$ cat src/rtl/axi_rd_arbiter.sv
// N-to-1 AXI read-channel arbiter: round-robin AR grant, one burst outstanding,
// grant held until the rlast handshake, R beats routed to the granted client only.
//
// state | meaning
// IDLE  | no grant; pick the next requester starting at rr_ptr
// ADDR  | granted client's AR presented downstream, waiting for m_arready
// DATA  | R beats routed to the granted client until rlast is accepted
module axi_rd_arbiter #(
    parameter int NUM_MASTERS = 3,
    parameter int DATA_WIDTH  = 128,
    parameter int ID_WIDTH    = 4
) (
    input  logic                          aclk,
    input  logic                          aresetn,
    input  logic [NUM_MASTERS*ID_WIDTH-1:0] s_arid,
    input  logic [NUM_MASTERS*32-1:0]     s_araddr,
    input  logic [NUM_MASTERS*8-1:0]      s_arlen,
    input  logic [NUM_MASTERS*3-1:0]      s_arsize,
    input  logic [NUM_MASTERS*2-1:0]      s_arburst,
    input  logic [NUM_MASTERS-1:0]        s_arvalid,
    output logic [NUM_MASTERS-1:0]        s_arready,
    output logic [DATA_WIDTH-1:0]         s_rdata,
    output logic [ID_WIDTH-1:0]           s_rid,
    output logic [1:0]                    s_rresp,
    output logic                          s_rlast,
    output logic [NUM_MASTERS-1:0]        s_rvalid,
    input  logic [NUM_MASTERS-1:0]        s_rready,
    output logic [ID_WIDTH-1:0]           m_arid,
    output logic [31:0]                   m_araddr,
    output logic [7:0]                    m_arlen,
    output logic [2:0]                    m_arsize,
    output logic [1:0]                    m_arburst,
    output logic [1:0]                    m_arlock,
    output logic [3:0]                    m_arcache,
    output logic [2:0]                    m_arprot,
    output logic                          m_arvalid,
    input  logic                          m_arready,
    input  logic [ID_WIDTH-1:0]           m_rid,
    input  logic [DATA_WIDTH-1:0]         m_rdata,
    input  logic [1:0]                    m_rresp,
    input  logic                          m_rlast,
    input  logic                          m_rvalid,
    output logic                          m_rready
);

    localparam int GW = (NUM_MASTERS > 1) ? $clog2(NUM_MASTERS) : 1;

    typedef enum logic [1:0] {IDLE, ADDR, DATA} state_t;

    state_t        state;
    logic [GW-1:0] grant;
    logic [GW-1:0] rr_ptr;
    logic [GW-1:0] next_grant;
    logic          req_found;

    // Round-robin search: offset k from rr_ptr maps to client (rr_ptr + k) mod N.
    always_comb begin
        int idx;
        idx        = 0;
        req_found  = 1'b0;
        next_grant = rr_ptr;
        for (int k = 0; k < NUM_MASTERS; k++) begin
            idx = int'(rr_ptr) + k;
            if (idx >= NUM_MASTERS) idx = idx - NUM_MASTERS;
            for (int i = 0; i < NUM_MASTERS; i++) begin
                if (!req_found && idx == i && s_arvalid[i]) begin
                    req_found  = 1'b1;
                    next_grant = GW'(i);
                end
            end
        end
    end

    always_comb begin
        m_arid    = s_arid[ID_WIDTH-1:0];
        m_araddr  = s_araddr[31:0];
        m_arlen   = s_arlen[7:0];
        m_arsize  = s_arsize[2:0];
        m_arburst = s_arburst[1:0];
        m_rready  = 1'b0;
        s_arready = '0;
        s_rvalid  = '0;
        for (int i = 0; i < NUM_MASTERS; i++) begin
            if (grant == GW'(i)) begin
                m_arid       = s_arid[i*ID_WIDTH +: ID_WIDTH];
                m_araddr     = s_araddr[i*32 +: 32];
                m_arlen      = s_arlen[i*8 +: 8];
                m_arsize     = s_arsize[i*3 +: 3];
                m_arburst    = s_arburst[i*2 +: 2];
                s_arready[i] = (state == ADDR) && m_arready;
                s_rvalid[i]  = (state == DATA) && m_rvalid;
                m_rready     = (state == DATA) && s_rready[i];
            end
        end
    end

    assign m_arvalid = (state == ADDR);
    assign m_arlock  = 2'b00;
    assign m_arcache = 4'b0000;
    assign m_arprot  = 3'b000;

    assign s_rdata = m_rdata;
    assign s_rid   = m_rid;
    assign s_rresp = m_rresp;
    assign s_rlast = m_rlast;

    always_ff @(posedge aclk or negedge aresetn) begin
        if (!aresetn) begin
            state  <= IDLE;
            grant  <= '0;
            rr_ptr <= '0;
        end else begin
            case (state)
                IDLE: begin
                    if (req_found) begin
                        grant <= next_grant;
                        state <= ADDR;
                    end
                end
                ADDR: begin
                    if (m_arready) state <= DATA;
                end
                DATA: begin
                    if (m_rvalid && m_rready && m_rlast) begin
                        state  <= IDLE;
                        rr_ptr <= (grant == GW'(NUM_MASTERS - 1)) ? '0 : grant + 1'b1;
                    end
                end
                default: state <= IDLE;
            endcase
        end
    end

endmodule

$ cat config.mk
export PLATFORM = sky130hd
export DESIGN_NAME = axi_rd_arbiter
export DESIGN_NICKNAME = d
export VERILOG_FILES = /design/src/rtl/axi_rd_arbiter.sv
export SDC_FILE = /design/constraint.sdc
export NUM_CORES = 1
export LEC_CHECK = 0
export ABC_AREA = 1
export BUFFER_PORTS_ARGS = -buffer_cell sky130_fd_sc_hd__buf_4
export CAP_MARGIN = 25
export CORE_AREA = 4 4 189 191
export CTS_BUF_LIST = sky130_fd_sc_hd__clkbuf_8
export DETAILED_ROUTE_END_ITERATION = 10
export DIE_AREA = 0 0 193 195
export SKIP_CTS_REPAIR_TIMING = 1
export SLEW_MARGIN = 20
export SYNTH_ARGS = -nofsm -noshare
export SYNTH_HDL_FRONTEND = slang
export SYNTH_SLANG_ARGS = --single-unit
$ cat constraint.sdc
create_clock -name aclk -period 2.46 [get_ports aclk]
set_input_delay 0.492 -clock aclk [delete_from_list [all_inputs] [get_ports aclk]]
set_output_delay 0.492 -clock aclk [all_outputs]
set_load 0.02 [all_outputs]
==> summary.txt, run 1 <==
Clock tree
  • CTS tree: done
  • # clock sinks: 6
  • Cts bufs inserted: 3
  • H-tree Lvls: 1
  • Clock-pin transition on the worst setup and hold timing paths: 0.04 ns
  • CTS root buffer: clkbuf_8
  • Clock tree buffer depth: 2
  • Clk Latency, worst-skew pair: roughly 0.22 ns

GRT
  • Gr busiest metal: met2
  • Global-route wire length before repair: 15700 um
  • M3 GR Usage: about 2.1%
  • GR Util All Layers: 5.56%
  • Met1 usage: 5.21%
  • Largest net degree at the start of global routing: between 40 and 50
  • GR Layer Usage met2: between 9 and 10%
  • Vias in the first global route: 2714
  • Initial antenna violation count: 0
  • Gr ovfl total: 0

Placement
  • DP HPWL: ~10000 um
  • RePlAce Congestion: 0.725
  • Port bufs: 215
  • Post-Place Cells: between 900 and 1000

Route
  • DRC Markers: 0
  • Vias per Instance: 3.01
  • DRT Wirelength: ~12000 um
  • Vias: 2815
  • DR pass1 iterations: 6
  • Initial drt markers: slightly below 90
  • Post-DR wirelength/cell: around 13 um
  • Routed Antenna Nets: 0

Critical path
  • Critical Path Sink Type: primary output
  • WS Path Type: reg2out
  • WP data required: 1.97 ns
  • Crit path max fanout: 41
  • CP arrival: between 1.5 and 2 ns
  • Startpoint Class: flop

Synthesis
  • Yosys reg bits: 6
  • Yosys cell types: 28
  • Synth Area in XOR/XNOR: 0%
  • Top_reg_cell synth: dfrtp_1
  • Largest cells by area after synthesis: buf_4 (45%), nor2_1 (15%), o22ai_1 (11%)
  • Number of flops mapped to enable cells by yosys: 0
  • Seq/Total Area, Yosys: between 6 and 7%
  • Count leader, synth: buf_4
  • Mapped Area: between 2000 and 2500 um2
  • Mapped Avg Cell Area: around 6 um2
  • Area share of the largest cell type after synthesis: between 40% and 50%
  • Warnings from Yosys: 0
  • Mapped Cells: 405
  • Top cells by count, synth: buf_4 (145), nor2_1 (95), nand2_1 (57)
  • Async SR Flop Fraction: 100%
  • Complex-gate fraction of the synthesized area: 12.8%
  • Main combinational cell family by area after synthesis: buffers and inverters
  • Mux cell area share after synthesis: 0%
  • Post-Synth Adder-Cell Area: 1.03%
  • Simple-Gate Fraction of Synth Area: about 29%
  • Yosys top cell by area: buf_4

Finish
  • Synthesis-to-finish area growth: 47.7%
  • Final std cells w/o fill: 936
  • Post-layout util: 10.5%
  • Fill count: approximately 4000
  • Layout cells sized above 1: between 40 and 50%
  • Fin nets: ~780
  • Number of antenna diodes: 0

Floorplanning
  • Core footprint: 34100 um2
  • Die ar.: around 38000 um2
  • Initial Util: 7.13%
  • Standard-cell rows: 68
  • Die Y: 195 um
  • Num ports: slightly below 500
  • Die X-Extent: between 150 and 200 um

Timing
  • Final setup fails: 0
  • Ratio of final minimum period to clock period: 93.0%
  • Peak Freq: 437 MHz
  • Hold Violations, Final: 0
  • RSZ-0062 raised after global routing: false
  • Minimum clock period: ~2.3 ns
  • Max Transition Viols Final: 0
  • Clock Skew: between 0.0008 and 0.0009 ns

Power
  • Pwr Total: 3100 uW
  • Cell Pwr Density: about 860 nW/um2
  • Leak pwr: about 0.0017 uW
  • VDD IR max: roughly 0.00042 V

Status
  • Status: finished clean

Flow run
  • Max_cap viols: 0

Hold path
  • Hold Crit Class: in2async
path summary, 6_finish.rpt:
kind	start	to	slack, ns	depth (start not counted)
setup / recovery	grant[0]	m_araddr[4]	0.17	8
hold / removal	aresetn	rr_ptr[1]	0.07	1
setup reg to reg	rr_ptr[0]	state[0]	0.52	8
hold reg to reg	grant[0]	grant[0]	0.51	2
max in group asynchronous	aresetn	state[1]	2.28	1
min in group aclk	m_arready	state[0]	0.47	2
registers in the layout, indices dropped and copies added, names as in the netlist:
signal and cells:
grant 2, state 2, rr_ptr 2
layer usage:
layer | share of wire, % | vias up
met2 | 45 | 248
li1 | - | 1303
met4 | 8.9 | 0
met1 | 33 | 1176
met3 | 13 | 88
met5 | 0 | -
cell usage in the layout (no fill, tap or decap), drive strengths merged:
cell type  instances
inv               15
nor3               2
a21oi              1
clkinv             1
dfrtp              6
o21ai              7
nand2             59
nand3             11
o22ai             41
nand3b             1
ha                 2
o211ai             1
nand4              3
clkbuf             3
a21boi             1
nor2              97
buf              221
conb               9
cells by family (layout without fill, tap and decap cells):
family | count (synthesis) | count (layout)
compound gates | 51 | 51
fa+ha+maj | 2 | 2
buf+inv | 172 | 240
flops | 6 | 6
other cells | 1 | 9
simple gates | 173 | 173
critical path, stage by stage (launching register included):
cell      delay (ns)
dfrtp_1         0.38
inv_2           0.12
nand2_2         0.10
clkinv_4        0.12
nor2_8          0.07
inv_8           0.24
nor2_1          0.07
nor2_1          0.24
buf_4           0.20
power breakdown:
group	total [uW]	internal [uW]	switching, uW	leakage [uW]
Clock	149	105	43.7	0.0000216
Combinational	2770	1080	1690	0.00161
Sequential	186	145	41.7	0.0000768
Total	3100	1330	1770	0.00171
stage by stage:
step | hold slack (ns) | area, um2 | TNS (ns) | setup slack [ns]
2_1_floorplan | 0.196 | 2460 | 0 | 0.619
3_3_place_gp | 0.303 | 3540 | 0 | 0.209
3_5_place_dp | 0.303 | 3540 | 0 | 0.195
4_1_cts | 0.0654 | 3590 | -0.0505 | -0.0505
5_1_grt | 0.0721 | 3590 | 0 | 0.0542
6_report | 0.0691 | 3590 | 0 | 0.172
cell type report:
class / instances / area, um2 / share of cell area [%]
Clock buffer: 3 / 41.3 / 1.15
Inverter: 16 / 72.6 / 2.02
Multi-Input combinational cell: 235 / 1090 / 30.2
Sequential cell: 6 / 150 / 4.18
Tap cell: 455 / 569 / 15.9
Timing Repair Buffer: 221 / 1670 / 46.6
(Power assumes the default switching activity.)
==> run 2, diff against run 1 <==
--- a/config.mk
+++ b/config.mk
@@ -5,13 +5,12 @@
 export SDC_FILE = /design/constraint.sdc
 export NUM_CORES = 1
 export LEC_CHECK = 0
-export ABC_AREA = 1
 export BUFFER_PORTS_ARGS = -buffer_cell sky130_fd_sc_hd__buf_4
 export CAP_MARGIN = 25
-export CORE_AREA = 4 4 189 191
+export CORE_AREA = 4 4 192 194
 export CTS_BUF_LIST = sky130_fd_sc_hd__clkbuf_8
 export DETAILED_ROUTE_END_ITERATION = 10
-export DIE_AREA = 0 0 193 195
+export DIE_AREA = 0 0 196 198
 export SKIP_CTS_REPAIR_TIMING = 1
 export SLEW_MARGIN = 20
 export SYNTH_ARGS = -nofsm -noshare
==> run 2 against run 1 <==
Worst setup slack worse by 0.014 ns. Maximum frequency is 0.59% lower. Sequential cell count stayed put. Final area is 17% higher. Final cell count is 1.9% higher. Wire length is 3.8% lower. Via count is 9.3% higher. Largest cell class unchanged.
==> summary.txt, run 2 <==
Timing
  • RSZ-0062 raised after global routing: false
  • Hold Violations, Final: 0 (unchanged)
  • Clock Skew: 0.00154 ns (+0.000675 ns)
  • Peak Freq: 434 MHz (-0.59%)
  • Final setup fails: 0 (unchanged)
  • Setup TNS: 0 ns (unchanged)
  • Minimum clock period: 2.30 ns (+0.0136 ns)
  • Ratio of final minimum period to clock period: 93.6% (+0.55 points)
  • Max Transition Viols Final: 0 (unchanged)

Synthesis
  • Top cells by count, synth: buf_4 (148), mux2i_1 (44), a21oi_1 (43), nor2b_1 (43), a211oi_1 (41)
  • Yosys top cell by area: buf_4
  • Area share of the largest cell type after synthesis: 36.5% (-8.2 points)
  • Warnings from Yosys: 0 (unchanged)
  • Count leader, synth: buf_4
  • Async SR Flop Fraction: 100% (unchanged)
  • Mapped Avg Cell Area: 7.07 um2 (+18%)
  • Yosys cell types: 34 (+21%)
  • Mapped Area: 3040 um2 (+25%)
  • Top_reg_cell synth: dfrtp_1
  • Seq/Total Area, Yosys: 4.94% (-1.2 points)
  • Mapped Cells: 430 (+6.2%)
  • Number of flops mapped to enable cells by yosys: 0 (unchanged)
  • Largest cells by area after synthesis: buf_4 (37%), mux2i_1 (14%), a211oi_1 (10%)
  • Yosys reg bits: 6 (unchanged)

Floorplanning
  • Core footprint: 35200 um2 (+3.2%)
  • Num ports: 493 (unchanged)
  • Standard-cell rows: 69 (+1.5%)
  • Die Y: 198 um (+1.5%)
  • Die ar.: 38800 um2 (+3.1%)
  • Die X-Extent: 196 um (+1.6%)
  • Initial Util: 8.64% (+1.5 points)

GRT
  • Met1 usage: 5.43% (+0.22 points)
  • Gr ovfl total: 0 (unchanged)
  • Largest net degree at the start of global routing: 59 (+40%)
  • M3 GR Usage: 2.60% (+0.49 points)
  • Vias in the first global route: 3038 (+12%)
  • GR Util All Layers: 5.24% (-0.32 points)
  • Global-route wire length before repair: 16600 um (+5.6%)
  • Gr busiest metal: met2
  • Initial antenna violation count: 2 (+2)
  • GR Layer Usage met2: 7.97% (-1.3 points)

Route
  • DR pass1 iterations: 4 (-2)
  • DRT Wirelength: 11900 um (-3.8%)
  • Vias per Instance: 3.23 (+7.2%)
  • Initial drt markers: 77 (-11%)
  • Vias: 3077 (+9.3%)
  • Post-DR wirelength/cell: 12.4 um (-5.6%)
  • DRC Markers: 0 (unchanged)
  • Routed Antenna Nets: 0 (unchanged)

Placement
  • Placement Cell Area: 4180 um2 (+18%)
  • Post-Place Cells: 951 (+1.9%)
  • RePlAce Congestion: 0.779 (+7.5%)
  • DP HPWL: 10100 um (-3.6%)
  • Port bufs: 215 (unchanged)

Power
  • Leak pwr: 0.00177 uW (+3.9%)
  • VDD IR max: 0.000349 V (-17%)
  • Cell Pwr Density: 884 nW/um2 (+2.3%)

Clock tree
  • CTS root buffer: clkbuf_8
  • Clock-pin transition on the worst setup and hold timing paths: 0.04 ns (about the same)
  • Cts bufs inserted: 3 (unchanged)
  • H-tree Lvls: 1 (unchanged)
  • CTS tree: done
  • Clock tree buffer depth: 2 (unchanged)
  • # clock sinks: 6 (unchanged)
  • Clk Latency, worst-skew pair: 0.22 ns (about the same)

Critical path
  • CP arrival: 1.81 ns (about the same)
  • Most used cell, CP: buf_12
  • Startpoint Class: flop
  • WP data required: 1.97 ns (about the same)
  • Crit path max fanout: 34 (-17%)
  • WP buf/inv: 3 (-1)
  • Slowest-stage cell, CP: dfrtp_4
  • FF-to-FF Start: rr_ptr[0]
  • Critical Path Sink Type: primary output
  • CP delay by family, top: buffers and inverters
  • Crit-path cells: buf_12, buf_12, nor2b_1, a211oi_1, a21oi_1, buf_4
  • WS Path Type: reg2out
  • Worst Setup SP: grant[0]
  • Slowest stage delay, CP: 0.55 ns (+0.17 ns)

Finish
  • Number of antenna diodes: 0 (unchanged)
  • Final std cells w/o fill: 954 (+1.9%)
  • Synthesis-to-finish area growth: 38.7%
  • Fin nets: 789 (+1.5%)
  • Post-Layout Inst Area: 4220 um2 (+17%)
  • Top Registers: grant: 2 flops, rr_ptr: 2 flops, state: 2 flops
  • Layout cells sized above 1: 48.1% (-0.78 points)
  • Commonest non-fill, non-tap cell in the layout: buf_4
  • Most frequent cells in the layout: buf_4 (224), mux2i_1 (44), nor2b_1 (43), a21oi_1 (43), a211oi_1 (41)

Flow run
  • Max_cap viols: 0 (unchanged)

Status
  • Status: finished clean

Hold path
  • Hold Crit Class: in2async
==> run 2: cell count changes in the layout (fill, tap and decap cells not counted), moves of 5 or more <==
cell	before	now
a211oi_1	0	41
mux2i_1	0	44
inv_1	11	6
nor2b_1	0	43
nand2_1	57	4
nor2_1	95	23
a21oi_1	1	43
nand3_1	10	0
o22ai_1	41	10
==> run 2: worst register-to-register path: cells and delay by family, from the launching register on <==
kind / cells / cell delay, ns
buf+inv: 1 / 0.08
fa+ha+maj: 1 / 0.43
simple gates: 2 / 0.62
flops: 1 / 0.39
compound gates: 1 / 0.35
==> run 2: routing by layer <==
layer  part of all wire, %  wire length [um]
met2                    45              5300
met1                    33              3930
met5                  0.12                14
met4                   8.4               998
met3                    14              1610
==> run 2: per-stage QoR <==
step | hold WS (ns) | util [%] | setup WS (ns) | power [uW]
3_5_place_dp | 0.306 | 11.9 | 0.333 | 3610
2_1_floorplan | 0.196 | - | 0.490 | 2590
5_1_grt | 0.0712 | 12.0 | 0.0627 | 4030
6_report | 0.0707 | 12.0 | 0.158 | 3730
3_3_place_gp | 0.302 | 11.9 | 0.409 | 3560
4_1_cts | 0.0696 | 12.0 | 0.0917 | 3770
==> run 2: path summary, 6_finish.rpt <==
kind                                end  cells past startpoint  slack [ns]
max                        m_araddr[11]                      6        0.16
min                            grant[0]                      1        0.07
max reg2reg                    grant[1]                      5        0.47
min reg2reg                   rr_ptr[0]                      1        0.61
max in group asynchronous      grant[1]                      1        2.25
min in group aclk              state[0]                      2        0.49
==> run 2: final cells by class <==
| type | instances | area [um2] |
|---|---|---|
| fill | 4090 | 31000 |
| timing repair buffer | 227 | 1740 |
| multi-input combinational | 251 | 1680 |
| tap | 461 | 577 |
| sequential | 6 | 158 |
| clock buffer | 3 | 41.3 |
| inverter | 6 | 22.5 |
==> run 2: cell families (layout without fill, tap and decap cells) <==
kind of cell,after synthesis,count (layout),synth area share [%]
flip-flops,6,6,4.94
AND/OR/NAND/NOR,87,87,15.9
adder cells (fa/ha/maj),2,2,0.823
multiplexers,45,45,14.8
buffers and inverters,181,236,40.9
other,1,9,0.123
AO/OA/AOI/OAI,108,108,22.5
==> run 2: power breakdown <==
part           internal [uW]  switching [uW]  leakage [uW]
logic                   1440            1880       0.00168
clock network            105            46.0     0.0000216
registers                156             104     0.0000722
==> run 3, diff against run 2 <==
--- a/config.mk
+++ b/config.mk
@@ -7,10 +7,11 @@
 export LEC_CHECK = 0
 export BUFFER_PORTS_ARGS = -buffer_cell sky130_fd_sc_hd__buf_4
 export CAP_MARGIN = 25
-export CORE_AREA = 4 4 192 194
+export CORE_AREA = 2 2 190 192
 export CTS_BUF_LIST = sky130_fd_sc_hd__clkbuf_8
+export CTS_CLUSTER_DIAMETER = 120
 export DETAILED_ROUTE_END_ITERATION = 10
-export DIE_AREA = 0 0 196 198
+export DIE_AREA = 0 0 192 194
 export SKIP_CTS_REPAIR_TIMING = 1
 export SLEW_MARGIN = 20
 export SYNTH_ARGS = -nofsm -noshare
==> run 3 against run 2 <==
Die area decreased by 4.0%. Maximum frequency up 0.66%. Non-clock buffer count increased by 4. Final area grew 1.3%. Largest cell class unchanged. Largest power group unchanged. Highest routed layer is now met4.
==> summary.txt, run 3 (synthesis results as in run 2) <==
Timing
  • Clock Skew: 0.000245 ns (-0.00130 ns)
  • Max Transition Viols Final: 0 (unchanged)
  • Peak Freq: 437 MHz (+0.66%)
  • Final WS setup: 0.173 ns (+0.0151 ns)
  • Slew margin rel.: 64.7%
  • Hold Violations, Final: 0 (unchanged)
  • Setup TNS: 0 ns (unchanged)
  • Ratio of final minimum period to clock period: 93.0% (-0.61 points)
  • Final setup fails: 0 (unchanged)
  • RSZ-0062 raised after global routing: false
  • Minimum clock period: 2.29 ns (-0.0151 ns)
  • Slew @ Worst Pin: 0.529 ns

Flow run
  • Max_cap viols: 0 (unchanged)

GRT
  • Global-route wire length before repair: 16800 um (+1.8%)
  • Gr busiest metal: met2
  • M3 GR Usage: 1.97% (-0.63 points)
  • GR Util All Layers: 5.76% (+0.52 points)
  • Vias in the first global route: 3065 (+0.89%)
  • Initial antenna violation count: 0 (-2)
  • Met1 usage: 6.10% (+0.67 points)
  • Gr ovfl total: 0 (unchanged)
  • GR Layer Usage met2: 9.04% (+1.1 points)
  • Largest net degree at the start of global routing: 51 (-14%)

Floorplanning
  • Core footprint: 35200 um2 (unchanged)
  • Initial Util: 8.64% (unchanged)
  • Die Y: 194 um (-2.0%)
  • Num ports: 493 (unchanged)
  • Standard-cell rows: 69 (unchanged)
  • Die X-Extent: 192 um (-2.0%)
  • Die ar.: 37200 um2 (-4.0%)

Clock tree
  • Clock-pin transition on the worst setup and hold timing paths: 0.04 ns (about the same)
  • # clock sinks: 6 (unchanged)
  • CTS root buffer: clkbuf_8
  • Cts bufs inserted: 3 (unchanged)
  • Clock tree buffer depth: 2 (unchanged)
  • CTS tree: done
  • H-tree Lvls: 1 (unchanged)
  • Clk Latency, worst-skew pair: 0.22 ns (about the same)

Route
  • DRC Markers: 0 (unchanged)
  • DR pass1 iterations: 4 (unchanged)
  • Initial drt markers: 102 (+32%)
  • Vias: 3181 (+3.4%)
  • DRT Wirelength: 12500 um (+5.4%)
  • Vias per Instance: 3.32 (+2.9%)
  • Post-DR wirelength/cell: 13.0 um (+5.0%)
  • Routed Antenna Nets: 0 (unchanged)

Critical path
  • R2R Path End: grant[1]
  • CP delay by family, top: simple AND/OR/NAND/NOR gates
  • Startpoint Class: flop
  • Slowest stage delay, CP: 0.54 ns (about the same)
  • WP data required: 1.97 ns (about the same)
  • WS Path Type: reg2out
  • Slowest-stage cell, CP: dfrtp_4
  • WP buf/inv: 2 (-1)
  • Slack of the worst reg-to-reg path: 0.52 ns (+0.05 ns)
  • FF-to-FF Start: rr_ptr[0]
  • Worst reg-to-reg path cell count: 5 (unchanged)
  • Crit-path cells: buf_4, nand2b_1, nand2_1, nor2_1, nor2_1, buf_4
  • CP arrival: 1.79 ns (-0.02 ns)
  • Critical Path Sink Type: primary output
  • Crit path max fanout: 12 (-65%)

Placement
  • DP HPWL: 9990 um (-1.3%)
  • Port bufs: 215 (unchanged)
  • RePlAce Congestion: 0.826 (+6.0%)
  • Setup slack at placement: 0.291 ns (-0.0427 ns)

Finish
  • Register cell area after layout: 158 um2 (unchanged)
  • Fill count: 4082 (-0.20%)
  • Most frequent cells in the layout: buf_4 (227), mux2i_1 (44), nor2b_1 (43), a21oi_1 (43), a211oi_1 (41)
  • Commonest non-fill, non-tap cell in the layout: buf_4
  • Top Registers: grant: 2 flops, rr_ptr: 2 flops, state: 2 flops
  • Multi-input logic area: 1680 um2 (unchanged)
  • Number of antenna diodes: 0 (unchanged)
  • Layout cells sized above 1: 48.5% (+0.42 points)
  • Post-layout util: 12.1% (+0.16 points)
  • Synthesis-to-finish area growth: 40.5%
  • Fin nets: 793 (+0.51%)

Power
  • Pwr Total: 3810 uW (+2.3%)
  • Leak pwr: 0.00180 uW (+1.6%)
  • VDD IR max: 0.000353 V (+1.2%)
  • Cell Pwr Density: 893 nW/um2 (+0.96%)

Status
  • Status: finished clean

Hold path
  • Hold Crit Class: in2async
## run 3: cell types whose count changed in the layout (fill, tap and decap cells not counted), sizes merged
cell    change
clkbuf      +1
buf         +3
## run 3: metal layers
layer | wire length, um | share of wire, % | up-vias
met1 | 4370 | 35 | 1416
met3 | 1490 | 12 | 102
met2 | 5570 | 45 | 195
met4 | 1060 | 8.5 | 0
met5 | 0 | 0 | -
li1 | - | - | 1468
## run 3: area by class of cell
type,count,area share (%)
well taps,461,13.5
multi-input cells,251,39.3
flip-flops and latches,6,3.69
clock buffers,3,0.966
repair buffers,231,42.0
inverters,6,0.527
## run 3: worst max-delay path by stage
stage,start,to,slack (ns),cells after the start
finish,grant[0],m_araddr[1],0.17,6
global route,grant[0],m_araddr[30],0.05,6
CTS,grant[0],m_araddr[30],0.06,6
detailed placement,grant[0],m_araddr[30],0.29,6
global placement,grant[0],m_arid[1],0.35,6
floorplan,grant[0],m_araddr[14],0.49,5
## run 3: power by group
group | leakage (uW) | internal [uW] | switching (uW)
sequential | 0.0000722 | 156 | 93.8
clock | 0.0000216 | 105 | 44.1
combinational | 0.00171 | 1480 | 1940
## run 3: stage by stage
stage,instance area [um2],std cells,hold slack [ns]
4_1_cts,4220,954,0.0714
2_1_floorplan,3070,438,0.196
6_report,4270,958,0.0747
3_5_place_dp,4180,951,0.305
5_1_grt,4270,958,0.0735
3_3_place_gp,4180,951,0.302
